==> src/rtl/game_round_ctrl.sv <==
// Round controller for a reaction/memory game: latches a challenge code, waits for a keypress,
// judges it and tracks score and lives. Optional answer timeout when ROUND_TIMEOUT_EN is defined.
module game_round_ctrl #(
  parameter int unsigned MAX_LIVES      = 3,
  parameter int unsigned TIMEOUT_CYCLES = 100_000_000
) (
  input  logic       clk,
  input  logic       reset,
  input  logic       start,
  input  logic [7:0] random,
  input  logic       key_valid,
  input  logic [3:0] key_value,
  input  logic       correct,
  output logic [3:0] eval_code,
  output logic       busy,
  output logic       result_valid,
  output logic       result_ok,
  output logic [7:0] score,
  output logic [1:0] lives,
  output logic       game_over
);

  typedef enum logic [2:0] {
    IDLE  = 3'd0,
    LOAD  = 3'd1,
    WAIT  = 3'd2,
    JUDGE = 3'd3,
    OVER  = 3'd4
  } state_t;

  state_t state;
  logic   expire_c;
  logic   judge_c;
  logic   verdict_c;

  // Only the low nibble of random is consumed; key_value is evaluated externally.
  logic   unused_bits;
  assign unused_bits = ^{random[7:4], key_value};

`ifdef ROUND_TIMEOUT_EN
  localparam int unsigned CW = $clog2(TIMEOUT_CYCLES);
  logic [CW-1:0] cnt;
  assign expire_c = (state == WAIT) && (cnt == CW'(TIMEOUT_CYCLES - 1));
`else
  assign expire_c = 1'b0;
`endif

  // A keypress in the expiry cycle wins over the timeout.
  assign judge_c   = (state == WAIT) && (key_valid || expire_c);
  assign verdict_c = key_valid && correct;

  always_ff @(posedge clk) begin
    if (reset) begin
      state        <= IDLE;
      eval_code    <= 4'd0;
      busy         <= 1'b0;
      result_valid <= 1'b0;
      result_ok    <= 1'b0;
      score        <= 8'd0;
      lives        <= 2'd0;
      game_over    <= 1'b0;
`ifdef ROUND_TIMEOUT_EN
      cnt          <= '0;
`endif
    end else begin
      result_valid <= 1'b0;
      case (state)
        IDLE, OVER: begin
          if (start) begin
            state     <= LOAD;
            score     <= 8'd0;
            lives     <= 2'(MAX_LIVES);
            result_ok <= 1'b0;
            busy      <= 1'b1;
            game_over <= 1'b0;
          end
        end
        LOAD: begin
          state     <= WAIT;
          eval_code <= random[3:0];
`ifdef ROUND_TIMEOUT_EN
          cnt       <= '0;
`endif
        end
        WAIT: begin
          // Score/lives are settled on entry to JUDGE so they line up with the result pulse.
          if (judge_c) begin
            state        <= JUDGE;
            result_valid <= 1'b1;
            result_ok    <= verdict_c;
            if (verdict_c) begin
              if (score != 8'hFF) score <= score + 8'd1;
            end else begin
              lives <= lives - 2'd1;
            end
          end
`ifdef ROUND_TIMEOUT_EN
          else begin
            cnt <= cnt + CW'(1);
          end
`endif
        end
        JUDGE: begin
          if (lives == 2'd0) begin
            state     <= OVER;
            busy      <= 1'b0;
            game_over <= 1'b1;
          end else begin
            state <= LOAD;
          end
        end
        default: begin
          state <= IDLE;
          busy  <= 1'b0;
        end
      endcase
    end
  end

endmodule

==> config.mk <==
export PLATFORM = sky130hd
export DESIGN_NAME = game_round_ctrl
export DESIGN_NICKNAME = d
export VERILOG_FILES = /design/src/rtl/game_round_ctrl.sv
export SDC_FILE = /design/constraint.sdc
export NUM_CORES = 1
export LEC_CHECK = 0
export ABC_AREA = 1
export CAP_MARGIN = 40
export CORE_MARGIN = 2
export CORE_UTILIZATION = 40
export DETAILED_ROUTE_END_ITERATION = 16
export HOLD_SLACK_MARGIN = 0.15
export PLACE_DENSITY = 0.77
export RECOVER_POWER = 100
export SYNTH_ARGS = -nofsm -noshare
export SYNTH_HDL_FRONTEND = slang
export SYNTH_SLANG_ARGS = --single-unit
==> constraint.sdc <==
create_clock -name clk -period 1.3 [get_ports clk]
set_input_delay 0.26 -clock clk [delete_from_list [all_inputs] [get_ports clk]]
set_output_delay 0.26 -clock clk [all_outputs]
set_load 0.005 [all_outputs]
==> results of run 1 <==
[area by class of cell]
class / instances / area [sq um] / share of cell area (%)
multi-input combinational: 115 / 633 / 37.8
sequential: 21 / 439 / 26.2
timing repair buffer: 52 / 439 / 26.2
inverter: 25 / 96.3 / 5.75
tap: 30 / 37.5 / 2.24
clock buffer: 3 / 22.5 / 1.34
clock inverter: 1 / 7.51 / 0.448
[timing repair]
item / 4_1_cts / 5_1_grt
pin swaps: 4 / 12
resized for setup: 43 / 25
setup buffers: 8 / 4
setup endpoints to repair: 24 / 15
[stage by stage]
| step | area, sq um | utilization [%] |
|---|---|---|
| detailed placement | 1470 | 58.9 |
| floorplan | 1080 | - |
| finish | 1680 | 67.0 |
| global route | 1680 | 67.0 |
| global placement | 1470 | 58.9 |
| CTS | 1590 | 63.6 |
[flip-flops by register name (all words and copies together) (netlist names)]
name,count
score,8
eval_code,4
state,3
lives,2
busy,1
game_over,1
result_ok,1
result_valid,1
[path summary, 6_finish.rpt]
path           startpoint            to  depth (start not counted)
min reg2reg  eval_code[3]  eval_code[3]                          2
min          eval_code[3]  eval_code[3]                          2
max              score[1]      score[4]                          9
max reg2reg      score[1]      score[4]                          9
[logic make-up (layout without fill, tap and decap cells)]
logic type	after synthesis	in the layout	share of synthesized area, %
and+or+nand+nor	90	90	37.1
buffers and inverters	28	81	9.93
AOI/OAI and AO/OA	23	23	11.3
DFF	21	21	39.3
adders and majority gates	2	2	2.34
[layer usage]
layer / vias to the layer above / routed length (um) / global-route usage [%] / share of wire, %
li1: 620 / - / - / -
met1: 568 / 1090 / 18.0 / 38
met2: 29 / 1580 / 35.5 / 56
met3: 4 / 135 / 5.12 / 4.8
met4: 0 / 30 / 4.88 / 1.1
met5: - / 0 / 0 / 0
[critical path, cell delays in order, from the launching register on]
cell and delay (ns):
dfxtp_2 0.36, ha_4 0.17, nand2_4 0.08, nor2_4 0.04, buf_4 0.14, inv_4 0.05
nand2_2 0.05, nor2_2 0.08, nand3_1 0.10, a21oi_2 0.15
[cell usage in the layout, fill, tap and decap left out, types with 6 or more instances in the layout]
cell type	instances
a21oi_1	12
buf_4	25
clkdlybuf4s50_1	8
dfxtp_1	12
dfxtp_2	6
dlygate4sd2_1	16
inv_1	22
nand2_1	33
nand2_2	10
nand3_1	9
nor2_1	20
[power breakdown]
| group | switching [uW] | internal, uW | leakage (uW) |
|---|---|---|---|
| Sequential | 46.6 | 712 | 0.000177 |
| Clock | 213 | 117 | 0.0000139 |
| Combinational | 325 | 296 | 0.000617 |
==> flow_metrics.tcl, run 1 <==
set metrics [dict create \
    wl_um 2830 \
    initial_utilization_pct 42.8 \
    setup_viol 0 \
    fmax_mhz 781 \
    antennaDiodeCount 0 \
    path_max_fanout 3 \
    drtPass1Iterations 6 \
    finClkSkew_ns 0.00216 \
    synthFlopType "dfxtp_1" \
    worstSetupPathType "flip-flop to flip-flop" \
    cts_tree "built" \
    synth_most_common_cell "nand2_1" \
    period_share_pct 98.5 \
    die_width_um 55.7 \
    yosys_warnings 0 \
    clkTransAtPathRegs_ns 0.12 \
    synth_seq_cells 21 \
    rsz0062_at_grt "true" \
    synth.avg_cell_area_sq_um 6.53 \
    drtAntennaViolNets 0 \
    viasPerCell 4.94 \
    async_flop_share_pct 0 \
    hp-class "flip-flop to flip-flop" \
    yosys-top-cells-area "dfxtp_1 39%, nand2_1 15%, inv_1 8.4%" \
    hold_violations 0 \
    htreeDepth 1 \
    hold_buffers 0 \
    timing.hold.ws_ns 0.456 \
    synth_area_sq_mm 0.00107 \
    grt_max_degree 14 \
    pwr_density_cell_mw_per_mm2 1020 \
    fin_nets 237 \
    fin_tns_setup_ns 0 \
    final_cells 247 \
    drive_above_1_share_pct 32.3 \
    vias 1221 \
    synth_fp_nets 183 \
    core_sq_mm 0.00250 \
    cts_root_buf "clkbuf_4" \
    row_count 18 \
    final_max_slew_viol_count 0 \
    antenna_found_initial 0 \
    fp.dieArea_sq_mm 0.00311 \
    setup_slack_ns 0.0197 \
    yosysUniqueCellTypes 21 \
    dp.cells 231 \
    outcome "finished, final reports clean" \
    die_y_um 55.7 \
    critical_path_arrival_ns 1.53 \
    gp_congestion 0.860 \
    grt_pass1_wl_um 4490 \
    wl_per_cell_um 11.5 \
    nFillCells 222 \
    maxCapViolations 0 \
    syn_inst 164 \
    worst_setup_path_end_kind "flip-flop" \
    clk_path_buf_depth 2 \
    clock-sinks 21 \
    start_kind "flip-flop" \
    clk-insertion-delay-late_ns 0.31 \
    cp.required_ns 1.55 \
    power.leakage_uw 0.000808 \
    grt-ovfl-total 0 \
    yosysSeqAreaShare_pct 39.3 \
    port_buffers 26 \
    irDropWorstVdd_uv 909 \
    place_ws_ns -0.292 \
    slew_headroom_pct 78.2 \
    yosysTopAreaCell "dfxtp_1" \
    totalPowerFinal_uw 1710 \
    io_pins 35 \
    reg2reg_slack_ns 0.02 \
    cts_buffers 3 \
    grt_usage_pct 18.0 \
    areaGrowthSynthToFinish_pct 56.4 \
    grt_pass1_vias 1149 \
    synth_commonest_cells "42 x nand2_1, 24 x inv_1, 23 x nor2_1" \
    tightest_slew_ns 0.326 \
    dpl.hpwl_um 1910 \
    synth_edf_count 0 \
    fin_crit_ns 1.28 \
    drtIter0Drc 21 \
    route.detailed.drc 0 \
    synth_top_area_share_pct 39.3 \
]
No activity file was read; power rests on OpenSTA's default activity.
==> run 2: changes to the inputs <==
Settings changed: SLEW_MARGIN set to 10.
==> results of run 2 <==
The final DEF is identical to that of run 1; final timing and power are the same.
==> run 3: changes to the inputs <==
Settings changed: CELL_PAD_IN_SITES_DETAIL_PLACEMENT set to 1, CELL_PAD_IN_SITES_GLOBAL_PLACEMENT set to 1, CORE_UTILIZATION 40 to 27, PLACE_DENSITY 0.77 to 0.76, REMOVE_ABC_BUFFERS set to 1.
==> run 3 against run 2 <==
  * Setup slack worse by 0.013 ns
  * Routed wire length is 18% higher
  * Maximum frequency is 1.0% lower
  * Cell count is 8.9% higher
  * Clock skew is 0.0011 ns lower
  * Sequential power is 2% higher
  * Sequential cell count stayed put
  * First-iteration DRC count is 140% higher
  * Clock-buffer cell count stayed put
  * Non-clock buffer count is 4 higher
  * Highest routed layer unchanged
==> flow_metrics.tcl, run 3 (synthesis results as in run 1) <==
set metrics [dict create \
    largest_reg_flops 8 \
    clk-insertion-delay-late_ns 0.27 \
    p_sw_uw 658 \
    slew_headroom_pct 76.2 \
    grt_pass1_wl_um 5140 \
    tightest_slew_ns 0.356 \
    finClkSkew_ns 0.00105 \
    io_pins 35 \
    swShare_pct 33.9 \
    hp-class "flip-flop to flip-flop" \
    fin_util_pct 49.7 \
    start_kind "flip-flop" \
    period_share_pct 99.5 \
    hold_buffers 0 \
    p_int_uw 1280 \
    vias 1230 \
    row_count 22 \
    hold_violations 0 \
    gp_congestion 0.764 \
    htreeDepth 1 \
    viasPerCell 4.57 \
    rsz0062_at_grt "true" \
    cts_root_buf "clkbuf_8" \
    outcome "finished, final reports clean" \
    clkTransAtPathRegs_ns 0.08 \
    drtPass1Iterations 4 \
    route.detailed.drc 0 \
    p_seq_share_pct 40.1 \
    clock-sinks 21 \
    cp.required_ns 1.50 \
    final_cell_mix "34 x nand2_1, 26 x buf_4, 22 x inv_1, 17 x dlygate4sd2_1" \
    cts_buffers 3 \
    maxCapViolations 0 \
    port_buffers 26 \
    comb_power_share_pct 36.1 \
    pwr_density_cell_mw_per_mm2 1040 \
    wl_per_cell_um 12.4 \
    design_area_sq_mm 0.00186 \
    final_cells 269 \
    dpl.hpwl_um 2340 \
    final_max_slew_viol_count 0 \
    grt_pass1_vias 1129 \
    power.leakage_uw 0.000875 \
    fin_crit_ns 1.29 \
    fin_nets 241 \
    worstSetupPathType "flip-flop to flip-flop" \
    cts_tree "built" \
    wl_um 3330 \
    die_width_um 67.0 \
    drtIter0Drc 50 \
    fmax_mhz 773 \
    dp.cells 256 \
    antenna_found_initial 0 \
    irDropWorstVdd_uv 670 \
    grt_max_degree 14 \
    antennaDiodeCount 0 \
    die_y_um 67.0 \
    drtAntennaViolNets 0 \
    place_area_sq_mm 0.00155 \
    fp.dieArea_sq_mm 0.00449 \
    timing.hold.ws_ns 0.442 \
    grt_usage_pct 15.0 \
    areaGrowthSynthToFinish_pct 73.7 \
    drive_above_1_share_pct 42.1 \
    totalPowerFinal_uw 1940 \
    setup_viol 0 \
    core_sq_mm 0.00374 \
    clkPwrFrac_pct 23.8 \
    critical_path_arrival_ns 1.49 \
    max_flop_register "score" \
    clk_path_buf_depth 2 \
    largestRegisters "score x8, eval_code x4, state x3" \
    layout_commonest_cell "nand2_1" \
    path_max_fanout 4 \
    worst_setup_path_end_kind "flip-flop" \
    initial_utilization_pct 28.6 \
    grt-ovfl-total 0 \
]
-- run 3: cell types whose count changed in the layout (fill, tap and decap cells not counted), moves of 3 or more --
cell	delta
a21oi_1	-3
a21oi_2	+3
clkbuf_4	-3
clkbuf_8	+3
dfxtp_1	-11
dfxtp_2	+10
nand2_2	-5
nand2_4	+4
nor2_1	-4
-- run 3: final cells by class --
cell class / count / area, sq um
Inverter: 25 / 101
Multi-Input combinational cell: 115 / 698
Timing Repair Buffer: 56 / 497
Sequential cell: 21 / 455
Clock buffer: 3 / 41.3
Clock inverter: 1 / 7.51
Tap cell: 48 / 60.1
Fill cell: 476 / 1880
-- run 3: metrics by stage --
step / setup TNS (ns) / worst slack [ns]
6_report: 0 / 0.00657
5_1_grt: -0.798 / -0.121
4_1_cts: 0 / 0.00245
3_5_place_dp: -3.10 / -0.341
3_3_place_gp: -2.69 / -0.278
2_1_floorplan: -0.211 / -0.0612
-- run 3: worst paths after layout --
kind	depth (start not counted)	from	to	slack, ns
worst min-delay path	2	eval_code[2]	eval_code[2]	0.44
worst max register to register	8	state[1]	score[0]	0.007
worst max-delay path	8	state[1]	score[0]	0.007
worst min register to register	2	eval_code[2]	eval_code[2]	0.44
-- run 3: power by group through the flow --
stage          logic (uW)  clock network (uW)  registers, uW
2_1_floorplan         278                   0            781
3_3_place_gp          599                   0            772
3_5_place_dp          610                   0            773
4_1_cts               619                 478            763
5_1_grt               783                 510            790
6_report              700                 462            777
-- run 3: metal layers --
| metal | global-route usage, % | vias up | share of wire (%) |
|---|---|---|---|
| li1 | - | 628 | - |
| met4 | 2.30 | 0 | 0.75 |
| met2 | 25.8 | 18 | 52 |
| met1 | 19.3 | 580 | 44 |
| met3 | 3.55 | 4 | 3.0 |
| met5 | 0 | - | 0 |
-- run 3: repair_timing --
action,in CTS,in global routing
setup endpoints to repair,28,16
pin swaps,4,15
setup buffers,4,5
gates resized for setup,51,40
-- run 3: worst max-delay path, stage by stage, from the launching register on --
cell and delay [ns]:
dfxtp_4 0.40, inv_4 0.05, nor2_4 0.13, nand2_4 0.08, buf_6 0.13, or2_0 0.20
nand2_1 0.07, nand2_1 0.05, nor2_1 0.11
